==> src/rtl/synth_pkg.sv <==
// Shared widths and the control-word split for the PWM voice synthesiser.
// PWM_VOLUME_EN selects a 4-bit volume in W[15:12] with a 12-bit period below it.
package synth_pkg;
    localparam int NUM_VOICES = 8;
    localparam int VOL_W      = 4;
    localparam int MIX_W      = 7;
    localparam int PERIOD_W   = 16;

    typedef struct packed {
        logic [VOL_W-1:0]    vol;
        logic [PERIOD_W-1:0] period;
    } voice_cfg_t;

    function automatic voice_cfg_t unpack_word(input logic [PERIOD_W-1:0] w);
        voice_cfg_t c;
`ifdef PWM_VOLUME_EN
        c.vol    = w[15:12];
        c.period = {4'b0, w[11:0]};
`else
        c.vol    = 4'hF;
        c.period = w;
`endif
        return c;
    endfunction
endpackage

==> src/rtl/pwm_voice.sv <==
// One square-wave voice: toggles every P ticks, muted when P is zero.
// Bit updates at the clock edge of a tick; a new word applies on the first tick after it changes.
module pwm_voice
    import synth_pkg::*;
(
    input  logic                clk,
    input  logic                rst,
    input  logic                tick_i,
    input  logic [PERIOD_W-1:0] word_i,
    output logic                voice_o,
    output logic [VOL_W-1:0]    vol_o
);
    voice_cfg_t          cfg;
    logic [PERIOD_W-1:0] cnt_q, cnt_d;
    logic                bit_q, bit_d;

    always_comb begin
        cfg   = unpack_word(word_i);
        cnt_d = cnt_q;
        bit_d = bit_q;
        if (tick_i) begin
            if (cfg.period == '0) begin
                cnt_d = '0;
                bit_d = 1'b0;
            // >= rather than == so a lowered period wraps at once instead of running to 65535
            end else if (cnt_q >= cfg.period - PERIOD_W'(1)) begin
                cnt_d = '0;
                bit_d = ~bit_q;
            end else begin
                cnt_d = cnt_q + PERIOD_W'(1);
            end
        end
    end

    always_ff @(posedge clk) begin
        if (rst) begin
            cnt_q <= '0;
            bit_q <= 1'b0;
        end else begin
            cnt_q <= cnt_d;
            bit_q <= bit_d;
        end
    end

    assign voice_o = bit_q;
    assign vol_o   = cfg.vol;
endmodule

==> src/rtl/pwm_voice_synth.sv <==
// Eight-voice square-wave mixer driving a 1-bit PWM output (PWM_VOLUME_EN adds per-voice volume).
// mix_level is latched as each frame begins; pwm_out follows the carrier compare one cycle later.
module pwm_voice_synth
    import synth_pkg::*;
#(
    parameter int PRESCALE    = 50,
    parameter int CARRIER_TOP = 120
) (
    input  logic             clk,
    input  logic             rst,
    input  logic [15:0]      pwm_reg0,
    input  logic [15:0]      pwm_reg1,
    input  logic [15:0]      pwm_reg2,
    input  logic [15:0]      pwm_reg3,
    input  logic [15:0]      pwm_reg4,
    input  logic [15:0]      pwm_reg5,
    input  logic [15:0]      pwm_reg6,
    input  logic [15:0]      pwm_reg7,
    output logic             pwm_out,
    output logic [MIX_W-1:0] mix_level,
    output logic             frame_strobe
);
    logic [PERIOD_W-1:0]   word [NUM_VOICES];
    logic [NUM_VOICES-1:0] voice_bit;
    logic [VOL_W-1:0]      voice_vol [NUM_VOICES];
    logic [15:0]           presc_q, presc_d;
    logic                  tick;
    logic [MIX_W-1:0]      carrier_q, carrier_d;
    logic                  frame_end;
    logic [MIX_W-1:0]      mix;
    logic [MIX_W-1:0]      mix_level_q, mix_level_d;
    logic                  pwm_q, strobe_q;

    assign word[0] = pwm_reg0;
    assign word[1] = pwm_reg1;
    assign word[2] = pwm_reg2;
    assign word[3] = pwm_reg3;
    assign word[4] = pwm_reg4;
    assign word[5] = pwm_reg5;
    assign word[6] = pwm_reg6;
    assign word[7] = pwm_reg7;

    assign tick    = (presc_q == 16'(PRESCALE - 1));
    assign presc_d = tick ? '0 : presc_q + 16'd1;

    for (genvar g = 0; g < NUM_VOICES; g++) begin : g_voice
        pwm_voice u_voice (
            .clk     (clk),
            .rst     (rst),
            .tick_i  (tick),
            .word_i  (word[g]),
            .voice_o (voice_bit[g]),
            .vol_o   (voice_vol[g])
        );
    end

    always_comb begin
        mix = '0;
        for (int n = 0; n < NUM_VOICES; n++) begin
            if (voice_bit[n]) mix = mix + MIX_W'(voice_vol[n]);
        end
    end

    // The latch happens on the wrap edge so the new level is valid while carrier reads 0.
    assign frame_end   = (carrier_q == MIX_W'(CARRIER_TOP - 1));
    assign carrier_d   = frame_end ? '0 : carrier_q + MIX_W'(1);
    assign mix_level_d = frame_end ? mix : mix_level_q;

    always_ff @(posedge clk) begin
        if (rst) begin
            presc_q     <= '0;
            carrier_q   <= '0;
            mix_level_q <= '0;
            pwm_q       <= 1'b0;
            strobe_q    <= 1'b0;
        end else begin
            presc_q     <= presc_d;
            carrier_q   <= carrier_d;
            mix_level_q <= mix_level_d;
            pwm_q       <= (carrier_q < mix_level_q);
            strobe_q    <= frame_end;
        end
    end

    assign pwm_out      = pwm_q;
    assign mix_level    = mix_level_q;
    assign frame_strobe = strobe_q;
endmodule
==> config.mk <==
export PLATFORM = sky130hd
export DESIGN_NAME = pwm_voice_synth
export DESIGN_NICKNAME = d
export VERILOG_FILES = /design/src/rtl/synth_pkg.sv /design/src/rtl/pwm_voice.sv /design/src/rtl/pwm_voice_synth.sv
export SDC_FILE = /design/constraint.sdc
export NUM_CORES = 1
export LEC_CHECK = 0
export ABC_AREA = 1
export CAP_MARGIN = 20
export CORE_AREA = 4 4 170 172
export CTS_CLUSTER_DIAMETER = 80
export CTS_CLUSTER_SIZE = 30
export DETAILED_ROUTE_END_ITERATION = 6
export DIE_AREA = 0 0 174 176
export MAX_ROUTING_LAYER = met4
export PLACE_DENSITY_LB_ADDON = 0.15
export SLEW_MARGIN = 20
export SYNTH_ARGS = -nofsm -noshare
export SYNTH_HDL_FRONTEND = slang
export SYNTH_SLANG_ARGS = --single-unit
==> constraint.sdc <==
create_clock -name clk -period 11.94 [get_ports clk]
set_input_delay 1.791 -clock clk [delete_from_list [all_inputs] [get_ports clk]]
set_output_delay 1.791 -clock clk [all_outputs]
set_load 0.01 [all_outputs]
==> metrics.txt <==
# TYPE chip_impl_metric gauge
chip_impl_info{name="status",value="finished, final reports clean"} 1
chip_impl_metric{name="dp.final_hpwl",unit="um"} 25200
chip_impl_metric{name="layout.filler_cells",unit=""} 2654
chip_impl_metric{name="number_of_setup_violations_in_the_final_report",unit=""} 0
chip_impl_metric{name="layout-drive-gt1-share",unit=""} 0.0401
chip_impl_metric{name="clock_transition_at_the_registers_of_the_reported_paths",unit="ns"} 0.07
chip_impl_metric{name="antenna_found_initial",unit=""} 2
chip_impl_metric{name="logic_pwr_share",unit=""} 0.117
chip_impl_metric{name="global_route.usage.total",unit=""} 0.211
chip_impl_metric{name="power_leakage",unit="nW"} 6.49
chip_impl_info{name="worstReg2RegStart",value="g_voice[1].u_voice.voice_o"} 1
chip_impl_metric{name="grt_start_max_net_pins",unit=""} 49
chip_impl_info{name="mostFrequentLayoutCell",value="sky130_fd_sc_hd__nand2_1"} 1
chip_impl_metric{name="r2r.worst_path.cells",unit=""} 21
chip_impl_metric{name="fin_setup_tns",unit="ns"} 0
chip_impl_metric{name="swShare",unit=""} 0.266
chip_impl_metric{name="cell_internal_pwr",unit="uW"} 936
chip_impl_metric{name="timing.max_slew.rel_slack",unit=""} 0.294
chip_impl_metric{name="postCtsSetupRepairBufs",unit=""} 0
chip_impl_metric{name="timing.max_cap.violations",unit=""} 0
chip_impl_info{name="holdCritStartpoint",value="mix_level[6]"} 1
chip_impl_metric{name="placementRows",unit=""} 61
chip_impl_metric{name="fraction_of_registers_with_async_set_reset",unit=""} 0
chip_impl_metric{name="seq_area_frac_synth",unit=""} 0.249
chip_impl_metric{name="post_synth_num_cell_types",unit=""} 47
chip_impl_metric{name="syn_to_final_growth",unit="%"} 17.5
chip_impl_metric{name="drcViolationCount",unit=""} 0
chip_impl_metric{name="power_switching",unit="uW"} 339
chip_impl_metric{name="wire_length_of_the_first_global_routing_pass",unit="um"} 53900
chip_impl_info{name="ctsRootBufferMaster",value="sky130_fd_sc_hd__clkbuf_16"} 1
chip_impl_metric{name="design.portCount",unit=""} 139
chip_impl_metric{name="detailed_place.area",unit="um^2"} 15300
chip_impl_metric{name="final_clock_period_utilization_by_the_worst_path",unit=""} 0.449
chip_impl_metric{name="detailroute.via_count",unit=""} 12800
chip_impl_metric{name="clock-sinks",unit=""} 168
chip_impl_metric{name="r2r_setup_slack",unit="ns"} 7.87
chip_impl_metric{name="fmax",unit="GHz"} 0.187
chip_impl_metric{name="drv_slew",unit=""} 0
chip_impl_metric{name="max-clock-path-buffers",unit=""} 2
chip_impl_metric{name="synth.net_count",unit=""} 2243
chip_impl_metric{name="floorplan.die_area",unit="um^2"} 30600
chip_impl_info{name="critPathKind",value="input pin to flop"} 1
chip_impl_metric{name="cts_htree_levels",unit=""} 4
chip_impl_metric{name="drtIter0Drc",unit=""} 680
chip_impl_info{name="critical_register_to_register_path_endpoint",value="mix_level[6]"} 1
chip_impl_metric{name="vdd_ir_drop_max",unit="mV"} 0.0845
chip_impl_metric{name="final_nets",unit=""} 2378
chip_impl_metric{name="worstSkewPairLatency",unit="ns"} 0.44
chip_impl_metric{name="ys.warnings.count",unit=""} 0
chip_impl_metric{name="power.share.clock",unit=""} 0.441
chip_impl_metric{name="fp.dieH",unit="um"} 176
chip_impl_metric{name="detail-route-antenna-nets",unit=""} 0
chip_impl_metric{name="dp_slack",unit="ns"} 6.21
chip_impl_metric{name="floorplan.initialDensity",unit=""} 0.492
chip_impl_metric{name="power.share.sequential",unit=""} 0.442
chip_impl_metric{name="report.power.total",unit="mW"} 1.27
chip_impl_metric{name="gp_congestion",unit=""} 0.902
chip_impl_metric{name="grt_pass1_vias",unit=""} 12300
chip_impl_metric{name="portBuffers",unit=""} 138
chip_impl_metric{name="hold_vio_cnt_final",unit=""} 0
chip_impl_metric{name="ctsHoldBuffers",unit=""} 0
chip_impl_metric{name="syn-instance-count",unit=""} 1949
chip_impl_info{name="hold_class",value="flop to flop"} 1
chip_impl_info{name="end_kind",value="flop"} 1
chip_impl_info{name="unrepaired_setup_endpoints_after_global_routing",value="false"} 1
chip_impl_metric{name="maximum_clock_skew_at_final_layout",unit="ns"} 0.0142
chip_impl_metric{name="avgRoutedWirePerCell",unit="um"} 12.9
chip_impl_info{name="final_cell_mix",value="309 x sky130_fd_sc_hd__nand2_1, 256 x sky130_fd_sc_hd__inv_1, 235 x sky130_fd_sc_hd__nor2_1"} 1
chip_impl_metric{name="worst_slack",unit="ns"} 6.58
chip_impl_metric{name="cp_data_required_time",unit="ns"} 12.21
chip_impl_metric{name="per_instance_average_area_after_synthesis",unit="um^2"} 6.94
chip_impl_metric{name="power_per_unit_of_standard_cell_area",unit="nW/um^2"} 80.2
chip_impl_metric{name="multi_input_area",unit="um^2"} 9040
chip_impl_metric{name="drt-pass1-iter-count",unit=""} 5
chip_impl_metric{name="synth_edf_count",unit=""} 0
chip_impl_info{name="worst_hold_end",value="mix_level[6]"} 1
chip_impl_metric{name="viasPerCell",unit=""} 5.23
chip_impl_metric{name="final_routed_wirelength",unit="um"} 31500
chip_impl_metric{name="cp.arrival",unit="ns"} 5.63
chip_impl_metric{name="sequential_cell_area",unit="um^2"} 3360
chip_impl_metric{name="hold-path-cell-count",unit=""} 2
chip_impl_metric{name="post_cts_resized",unit=""} 0
chip_impl_info{name="tritoncts_clock_tree",value="yes"} 1
chip_impl_metric{name="layout_min_cycle_time",unit="ns"} 5.36
chip_impl_metric{name="synth.cell_area",unit="um^2"} 13500
chip_impl_metric{name="timing.critical_path.fanout_max",unit=""} 12
chip_impl_metric{name="grt-ovfl-total",unit=""} 0
chip_impl_metric{name="post-route-cell-area",unit="um^2"} 15900
chip_impl_metric{name="coreArea",unit="um^2"} 27500
chip_impl_metric{name="synth_seq_cells",unit=""} 168
chip_impl_info{name="critPathLaunchType",value="input pin"} 1
chip_impl_metric{name="tightest_slew",unit="ns"} 1.06
chip_impl_info{name="dominantRegCellSynth",value="sky130_fd_sc_hd__dfxtp_1"} 1
chip_impl_metric{name="numCtsBuffers",unit=""} 17
chip_impl_metric{name="fp.dieW",unit="um"} 174
## final cells by class
type | count | share of cell area
multi-input combinational | 1485 | 0.569
sequential | 168 | 0.212
timing repair buffer | 143 | 0.0904
inverter | 269 | 0.0635
tap | 346 | 0.0272
clock buffer | 17 | 0.0268
clock inverter | 15 | 0.0110
antenna | 2 | 0.000315
## Yosys cell counts, drive strengths merged, types with 2 or more instances
cell type	count	area, um^2
nor3b	5	37.5
nor2	240	918
o211ai	6	45.0
a211oi	18	135
buf	15	70.1
a21oi	114	574
o21ai	73	373
o221ai	6	52.6
xnor2	56	490
nand4	57	357
nor3	119	626
and3	2	12.5
clkbuf	12	45.0
a31oi	5	31.3
xor2	126	1100
ha	163	2040
dfxtp	168	3360
inv	268	1010
nand2	324	1250
nor4	30	200
and2	3	18.8
o22ai	12	75.1
or2	5	31.3
nand3	110	566
a2111oi	2	17.5
o21a	2	15.0
## power groups by stage
stage / registers, mW / clock network [mW] / logic (mW)
after floorplan: 0.577 / 0 / 0.0738
after global placement: 0.577 / 0 / 0.145
after detailed placement: 0.577 / 0 / 0.148
after CTS: 0.564 / 0.573 / 0.150
after global routing: 0.564 / 0.598 / 0.168
final: 0.564 / 0.562 / 0.149
## worst max-delay path by stage
stage | startpoint | to | slack [ns] | depth (start not counted)
2_1_floorplan | pwm_reg6[0] | g_voice[6].u_voice.cnt_q[8] | 7.44 | 21
3_3_place_gp | pwm_reg4[2] | g_voice[4].u_voice.cnt_q[6] | 6.37 | 16
3_5_place_dp | pwm_reg4[2] | g_voice[4].u_voice.cnt_q[8] | 6.21 | 16
4_1_cts | pwm_reg4[2] | g_voice[4].u_voice.cnt_q[6] | 6.67 | 16
5_1_grt | pwm_reg2[2] | g_voice[2].u_voice.cnt_q[8] | 6.21 | 19
6_report | pwm_reg4[2] | g_voice[4].u_voice.cnt_q[6] | 6.58 | 16
## flip-flops by register name (all words and copies together), names as in the netlist
name                     count
frame_strobe                 1
carrier_q                    7
g_voice.u_voice.voice_o      8
g_voice.u_voice.cnt_q      128
pwm_out                      1
presc_q                     16
mix_level                    7
## through the flow
stage	instances	hold slack [ns]	util
final	2445	0.481	0.578
after global placement	2409	0.455	0.555
after detailed placement	2409	0.473	0.555
after floorplan	1949	0.430	-
after global routing	2445	0.512	0.578
after CTS	2441	0.484	0.577
## per-layer routing
metal  track usage  share of wire
met1         0.264           0.47
met2         0.358           0.47
met4        0.0558          0.016
met5             -              0
met3        0.0317          0.043
## critical path, stage by stage
cell,delay (ns)
sky130_fd_sc_hd__clkdlybuf4s50_1,0.46
sky130_fd_sc_hd__nor2_1,0.11
sky130_fd_sc_hd__nand2_1,0.14
sky130_fd_sc_hd__nor3_1,0.43
sky130_fd_sc_hd__nand3_1,0.19
sky130_fd_sc_hd__nor3_1,0.34
sky130_fd_sc_hd__nand3_1,0.14
sky130_fd_sc_hd__xor2_1,0.18
sky130_fd_sc_hd__ha_1,0.33
sky130_fd_sc_hd__nand4_1,0.14
sky130_fd_sc_hd__nor3_1,0.22
sky130_fd_sc_hd__nand2_1,0.08
sky130_fd_sc_hd__nand4_1,0.14
sky130_fd_sc_hd__inv_1,0.10
sky130_fd_sc_hd__o21ai_1,0.72
sky130_fd_sc_hd__a211oi_1,0.12
## cell families (layout without fill, tap and decap cells)
| family | after synthesis | count (layout) | synth area share |
|---|---|---|---|
| compound gates | 243 | 243 | 0.101 |
| xor+xnor | 182 | 182 | 0.118 |
| fa+ha+maj | 164 | 164 | 0.152 |
| buf+inv | 296 | 444 | 0.0832 |
| flops | 168 | 168 | 0.249 |
| other cells | 0 | 2 | 0 |
| simple gates | 896 | 896 | 0.298 |
Power figures use the tool's default switching activity.
